[config.mk]
export PLATFORM = sky130hd
export DESIGN_NAME = req_grant_arbiter_flat
export DESIGN_NICKNAME = d
export VERILOG_FILES = /design/src/rtl/req_grant_arbiter_if.sv /design/src/rtl/req_grant_arbiter.sv /design/src/flat_wrapper.sv
export SDC_FILE = /design/constraint.sdc
export NUM_CORES = 1
export LEC_CHECK = 0
export ABC_AREA = 1
export CAP_MARGIN = 5
export CORE_MARGIN = 4
export CORE_UTILIZATION = 25
export CTS_CLUSTER_SIZE = 28
export DETAILED_ROUTE_END_ITERATION = 8
export PLACE_DENSITY_LB_ADDON = 0.1
export SLEW_MARGIN = 40
export SYNTH_ARGS = -nofsm -noshare
export SYNTH_HDL_FRONTEND = slang
export SYNTH_SLANG_ARGS = --single-unit
export TNS_END_PERCENT = 1
[constraint.sdc]
create_clock -name clk -period 3.23 [get_ports clk]
set_input_delay 0.323 -clock clk [delete_from_list [all_inputs] [get_ports clk]]
set_output_delay 0.323 -clock clk [all_outputs]
set_load 0.005 [all_outputs]
[src/rtl/req_grant_arbiter_if.sv]
// Request/grant bus between masters and the round-robin arbiter.
interface req_grant_arbiter_if #(
  parameter int unsigned N_REQ = 2
);
  localparam int unsigned ID_W = (N_REQ > 1) ? $clog2(N_REQ) : 1;

  logic [N_REQ-1:0] req;
  logic [N_REQ-1:0] gnt;
  logic [ID_W-1:0]  gnt_id;
  logic             busy;
  logic             lat_err;
  logic [ID_W-1:0]  lat_err_id;

  // Requesting side: drives level requests, observes grants and status.
  modport master (
    output req,
    input  gnt,
    input  gnt_id,
    input  busy,
    input  lat_err,
    input  lat_err_id
  );

  // Arbiter side.
  modport slave (
    input  req,
    output gnt,
    output gnt_id,
    output busy,
    output lat_err,
    output lat_err_id
  );
endinterface

[src/rtl/req_grant_arbiter.sv]
// Round-robin request/grant arbiter with a fixed arbitration-to-grant delay
// and a per-master latency monitor that raises a sticky error flag.
module req_grant_arbiter #(
  parameter int unsigned N_REQ   = 2,
  parameter int unsigned GNT_DLY = 2,
  parameter int unsigned MAX_LAT = 5
) (
  input logic                clk,
  input logic                rst,
  req_grant_arbiter_if.slave bus
);

  localparam int unsigned ID_W  = (N_REQ > 1) ? $clog2(N_REQ) : 1;
  localparam int unsigned CNT_W = $clog2(GNT_DLY + 1);
  localparam int unsigned AGE_W = $clog2(MAX_LAT + 2);

  localparam logic [N_REQ-1:0] ONE_HOT0 = N_REQ'(1);
  localparam logic [CNT_W-1:0] CNT_LAST = CNT_W'(GNT_DLY - 1);
  localparam logic [AGE_W-1:0] AGE_LIM  = AGE_W'(MAX_LAT);
  localparam logic [AGE_W-1:0] AGE_SAT  = AGE_W'(MAX_LAT + 1);

  localparam logic [1:0] ST_IDLE  = 2'd0;
  localparam logic [1:0] ST_WAIT  = 2'd1;
  localparam logic [1:0] ST_GRANT = 2'd2;

  logic [1:0]       state_q, state_d;
  logic [ID_W-1:0]  win_q, win_d;
  logic [ID_W-1:0]  rr_q, rr_d;
  logic [CNT_W-1:0] cnt_q, cnt_d;
  logic [N_REQ-1:0] excl_q, excl_d;
  logic [N_REQ-1:0] gnt_q, gnt_d;
  logic [ID_W-1:0]  gnt_id_q, gnt_id_d;
  logic             busy_q, busy_d;
  logic             lat_err_q, lat_err_d;
  logic [ID_W-1:0]  lat_err_id_q, lat_err_id_d;
  logic [AGE_W-1:0] age_q [N_REQ];
  logic [AGE_W-1:0] age_d [N_REQ];

  logic [N_REQ-1:0] cand_c;
  logic             pick_vld_c;
  logic [ID_W-1:0]  pick_id_c;

  // Index after v, wrapping at N_REQ.
  function automatic logic [ID_W-1:0] inc_wrap(input logic [ID_W-1:0] v);
    if (32'(v) == N_REQ - 1) begin
      return '0;
    end
    return v + ID_W'(1);
  endfunction

  // Round-robin search from rr_q upward; the master granted on the previous
  // edge is masked so a held request cannot win twice in a row.
  always_comb begin : rr_pick
    int unsigned idx;
    idx        = 0;
    cand_c     = bus.req & ~excl_q;
    pick_vld_c = 1'b0;
    pick_id_c  = '0;
    for (int unsigned off = 0; off < N_REQ; off++) begin
      idx = 32'(rr_q) + off;
      if (idx >= N_REQ) begin
        idx = idx - N_REQ;
      end
      if (!pick_vld_c && cand_c[ID_W'(idx)]) begin
        pick_vld_c = 1'b1;
        pick_id_c  = ID_W'(idx);
      end
    end
  end

  // Arbitration FSM next-state and grant outputs.
  always_comb begin
    state_d  = state_q;
    win_d    = win_q;
    cnt_d    = cnt_q;
    rr_d     = rr_q;
    excl_d   = '0;
    gnt_d    = '0;
    gnt_id_d = gnt_id_q;
    busy_d   = busy_q;
    case (state_q)
      ST_IDLE: begin
        busy_d = 1'b0;
        if (pick_vld_c) begin
          state_d = ST_WAIT;
          win_d   = pick_id_c;
          cnt_d   = CNT_W'(1);
          busy_d  = 1'b1;
        end
      end
      ST_WAIT: begin
        if (!bus.req[win_q]) begin
          // Winner withdrew before its grant: drop the arbitration.
          state_d = ST_IDLE;
          busy_d  = 1'b0;
        end else if (cnt_q == CNT_LAST) begin
          state_d  = ST_GRANT;
          gnt_d    = ONE_HOT0 << win_q;
          gnt_id_d = win_q;
        end else begin
          cnt_d = cnt_q + CNT_W'(1);
        end
      end
      ST_GRANT: begin
        state_d = ST_IDLE;
        busy_d  = 1'b0;
        rr_d    = inc_wrap(win_q);
        excl_d  = ONE_HOT0 << win_q;
      end
      default: begin
        state_d = ST_IDLE;
        busy_d  = 1'b0;
      end
    endcase
  end

  // Per-master waiting age and first-violation capture.
  always_comb begin : lat_mon
    logic hit;
    hit          = 1'b0;
    lat_err_d    = lat_err_q;
    lat_err_id_d = lat_err_id_q;
    for (int unsigned i = 0; i < N_REQ; i++) begin
      age_d[i] = age_q[i];
      if (!bus.req[ID_W'(i)] || gnt_q[ID_W'(i)]) begin
        age_d[i] = '0;
      end else if (age_q[i] != AGE_SAT) begin
        age_d[i] = age_q[i] + AGE_W'(1);
      end
    end
    for (int unsigned i = 0; i < N_REQ; i++) begin
      if (!lat_err_q && !hit && (age_q[i] == AGE_LIM) && !gnt_q[ID_W'(i)]) begin
        hit          = 1'b1;
        lat_err_d    = 1'b1;
        lat_err_id_d = ID_W'(i);
      end
    end
  end

  // State and output registers.
  always_ff @(posedge clk) begin
    if (rst) begin
      state_q      <= ST_IDLE;
      win_q        <= '0;
      rr_q         <= '0;
      cnt_q        <= '0;
      excl_q       <= '0;
      gnt_q        <= '0;
      gnt_id_q     <= '0;
      busy_q       <= 1'b0;
      lat_err_q    <= 1'b0;
      lat_err_id_q <= '0;
      for (int unsigned i = 0; i < N_REQ; i++) begin
        age_q[i] <= '0;
      end
    end else begin
      state_q      <= state_d;
      win_q        <= win_d;
      rr_q         <= rr_d;
      cnt_q        <= cnt_d;
      excl_q       <= excl_d;
      gnt_q        <= gnt_d;
      gnt_id_q     <= gnt_id_d;
      busy_q       <= busy_d;
      lat_err_q    <= lat_err_d;
      lat_err_id_q <= lat_err_id_d;
      for (int unsigned i = 0; i < N_REQ; i++) begin
        age_q[i] <= age_d[i];
      end
    end
  end

  assign bus.gnt        = gnt_q;
  assign bus.gnt_id     = gnt_id_q;
  assign bus.busy       = busy_q;
  assign bus.lat_err    = lat_err_q;
  assign bus.lat_err_id = lat_err_id_q;

endmodule
[src/flat_wrapper.sv]
// flat-port wrapper written by rule: the top's interface ports become plain ports
module req_grant_arbiter_flat 
#(
  parameter int unsigned N_REQ   = 2,
  parameter int unsigned GNT_DLY = 2,
  parameter int unsigned MAX_LAT = 5
)
  (clk, rst, bus_req, bus_gnt, bus_gnt_id, bus_busy, bus_lat_err, bus_lat_err_id);
  req_grant_arbiter_if #(.N_REQ(N_REQ)) bus_i ();
  input logic clk;
  input logic rst;
  input wire logic [$bits(bus_i.req)-1:0] bus_req;
  output wire logic [$bits(bus_i.gnt)-1:0] bus_gnt;
  output wire logic [$bits(bus_i.gnt_id)-1:0] bus_gnt_id;
  output wire logic [$bits(bus_i.busy)-1:0] bus_busy;
  output wire logic [$bits(bus_i.lat_err)-1:0] bus_lat_err;
  output wire logic [$bits(bus_i.lat_err_id)-1:0] bus_lat_err_id;
  assign bus_i.req = bus_req;
  assign bus_gnt = bus_i.gnt;
  assign bus_gnt_id = bus_i.gnt_id;
  assign bus_busy = bus_i.busy;
  assign bus_lat_err = bus_i.lat_err;
  assign bus_lat_err_id = bus_i.lat_err_id;
  req_grant_arbiter #(.N_REQ(N_REQ), .GNT_DLY(GNT_DLY), .MAX_LAT(MAX_LAT)) u_core (.clk(clk), .rst(rst), .bus(bus_i));
endmodule
==> flow_summary.json <==
{
  "status": "finished clean",
  "die_area_um2": 4510,
  "cts_resized": 0,
  "hold_viol": 0,
  "grt_overflow": 0,
  "track_usage_pct": 8.62,
  "layout-drive-gt1-share_pct": 6.40,
  "fin_area_um2": 1040,
  "cts_tree": "done",
  "synth.avg_cell_area_um2": 7.74,
  "finalSetupViolCount": 0,
  "max_cap_viol_count": 0,
  "p_leak_nw": 0.518,
  "layout.nets": 138,
  "grt_max_degree": 11,
  "skew_ns": 0.00153,
  "postCtsSetupBuffers": 0,
  "grt_pass1_vias": 690,
  "synth_top_family_by_area": "simple AND/OR/NAND/NOR gates",
  "crit_chain": "clkdlybuf4s50_1",
  "synthCells": 113,
  "syn_area_um2": 875,
  "hold_path_class": "flop to flop",
  "critPathTopFamily": "buffers and inverters",
  "clk_pin_slew_ns": 0.11,
  "htreeDepth": 1,
  "slew_headroom_pct": 74.8,
  "place_inst": 168,
  "coreArea_um2": 3360,
  "crit_slowest_cell": "clkdlybuf4s50_1",
  "critPathMaxStageDelay_ns": 0.51,
  "wire_per_inst_um": 9.62,
  "synth_compound_area_share_pct": 9.87,
  "numCtsBuffers": 3,
  "worst_pin_slew_ns": 0.375,
  "detail-route-antenna-nets": 0,
  "start_util_pct": 26.0,
  "fin_ws_ns": 1.73,
  "dp_slack_ns": 1.58,
  "via_count": 697,
  "fp.dieH_um": 67.1,
  "syn_nets": 124,
  "yosys_warnings": 0,
  "max_freq_mhz": 667,
  "required_ns": 2.91,
  "io_buffers": 9,
  "rows": 21,
  "cp_max_fo": 3,
  "postCtsHoldBufs": 0,
  "synth_seq_cells": 20,
  "antenna_cells": 0,
  "drtIter0Drc": 20,
  "die_w_um": 67.1,
  "fin_tns_setup_ns": 0,
  "synthAdderAreaFrac_pct": 10.0,
  "placed_area_um2": 1020,
  "power_density_nw_per_um2": 415,
  "wl_um": 1650,
  "syn2layout_area_growth_pct": 19.5,
  "ir_worst_vdd_v": 0.000206,
  "total_power_mw": 0.434,
  "gp_congestion": 0.758,
  "fin_crit_sh_pct": 46.4,
  "yosysUniqueCellTypes": 18,
  "clk_latency_ns": 0.29,
  "arrival_ns": 1.18,
  "synth.area.mux_share_pct": 0,
  "antenna_found_initial": 0,
  "drtPass1Iterations": 4,
  "clock-sinks": 20,
  "yosys.area_share.simple_pct": 24.2,
  "setup.worst_path.end_class": "output pin",
  "grt_pass1_wl_um": 2890,
  "clockRootBuffer": "clkbuf_4",
  "drc_errors": 0,
  "dp_hpwl_um": 1240,
  "fin_crit_ns": 1.50,
  "path_class": "flop to output pin",
  "synth_xor_area_share_pct": 2.00,
  "cts_buffer_depth": 2,
  "path_buf_inv": 1,
  "fillers": 400,
  "start_kind": "flop",
  "fin_cells": 171,
  "report.final.slew_viol_count": 0,
  "num_io_pins": 10,
  "ys_seq_area_share_pct": 45.8,
  "via_per_inst": 4.08,
  "rsz0062_at_grt": "no"
}
-- per-stage QoR --
stage / hold slack (ns) / util [%]
2_1_floorplan: 0.392 / -
3_3_place_gp: 0.460 / 30.4
3_5_place_dp: 0.470 / 30.4
4_1_cts: 0.494 / 31.1
5_1_grt: 0.514 / 31.1
6_report: 0.491 / 31.1
-- cell usage after synthesis --
cell      instances  area [µm²]
dfxtp_1          20         400
o21ai_0           6        30.0
nand4_1           1        6.26
o211a_1           1        10.0
nor2_1           13        48.8
inv_1            18        67.6
a21oi_1           8        40.0
nand3_1           4        20.0
nor3_1            2        10.0
ha_1              7        87.6
nand3b_1          1        7.51
inv_2             1        3.75
nor2_2            1        6.26
xor2_1            2        17.5
nand2_2           2        12.5
nand2_1          24        90.1
o22ai_1           1        6.26
nand3_2           1        10.0
-- per-layer routing --
| layer | wire, µm | track usage (%) | vias to the layer above |
|---|---|---|---|
| met5 | 0 | 0 | - |
| met2 | 734 | 14.0 | 8 |
| met3 | 47 | 1.83 | 2 |
| li1 | - | - | 379 |
| met4 | 23 | 5.82 | 0 |
| met1 | 840 | 10.1 | 308 |
-- kinds of logic (layout without fill, tap and decap cells) --
| group | after synthesis | after routing |
|---|---|---|
| and+or+nand+nor | 49 | 49 |
| DFF | 20 | 20 |
| buffers and inverters | 19 | 31 |
| AOI/OAI and AO/OA | 16 | 16 |
| adders and majority gates | 7 | 7 |
| xor gates and xnor gates | 2 | 2 |
-- registers in the layout (all words and copies together), names as in the netlist --
register / count
u_core.bus.gnt: 2
u_core.bus.lat_err_id: 1
u_core.bus.lat_err: 1
u_core.rr_q: 1
u_core.excl_q: 2
u_core.state_q: 2
u_core.cnt_q: 2
u_core.win_q: 1
u_core.bus.busy: 1
u_core.bus.gnt_id: 1
u_core.age_q: 6
-- worst paths after layout --
path	startpoint	endpoint	slack, ns	cells past startpoint
setup / recovery	u_core.bus.gnt[0]	bus_gnt[0]	1.73	1
setup reg to reg	u_core.age_q[0][3]	u_core.age_q[0][5]	2.09	6
hold / removal	u_core.bus.lat_err_id	u_core.bus.lat_err_id	0.49	2
hold reg to reg	u_core.bus.lat_err_id	u_core.bus.lat_err_id	0.49	2
-- area by class of cell --
class / instances / area [µm²] / area share (%)
Sequential cell: 20 / 400 / 38.3
Inverter: 19 / 71.3 / 6.83
Tap cell: 46 / 57.6 / 5.51
Clock buffer: 3 / 22.5 / 2.16
Timing Repair Buffer: 9 / 90.1 / 8.62
Multi-Input combinational cell: 74 / 403 / 38.6
-- cell usage in the layout (no fill, tap or decap), types with 2 or more instances in the layout --
cell and n:
a21oi_1 8, clkbuf_4 3, clkdlybuf4s50_1 9, dfxtp_1 20
ha_1 7, inv_1 18, nand2_1 24, nand2_2 2
nand3_1 4, nor2_1 13, nor3_1 2, o21ai_0 6
xor2_1 2
-- where the power goes --
group          total, mW  switching, mW  internal [mW]
registers          0.265        0.00817          0.257
clock network      0.118         0.0746         0.0434
logic             0.0512         0.0298         0.0214
No activity file was read; power rests on OpenSTA's default activity.
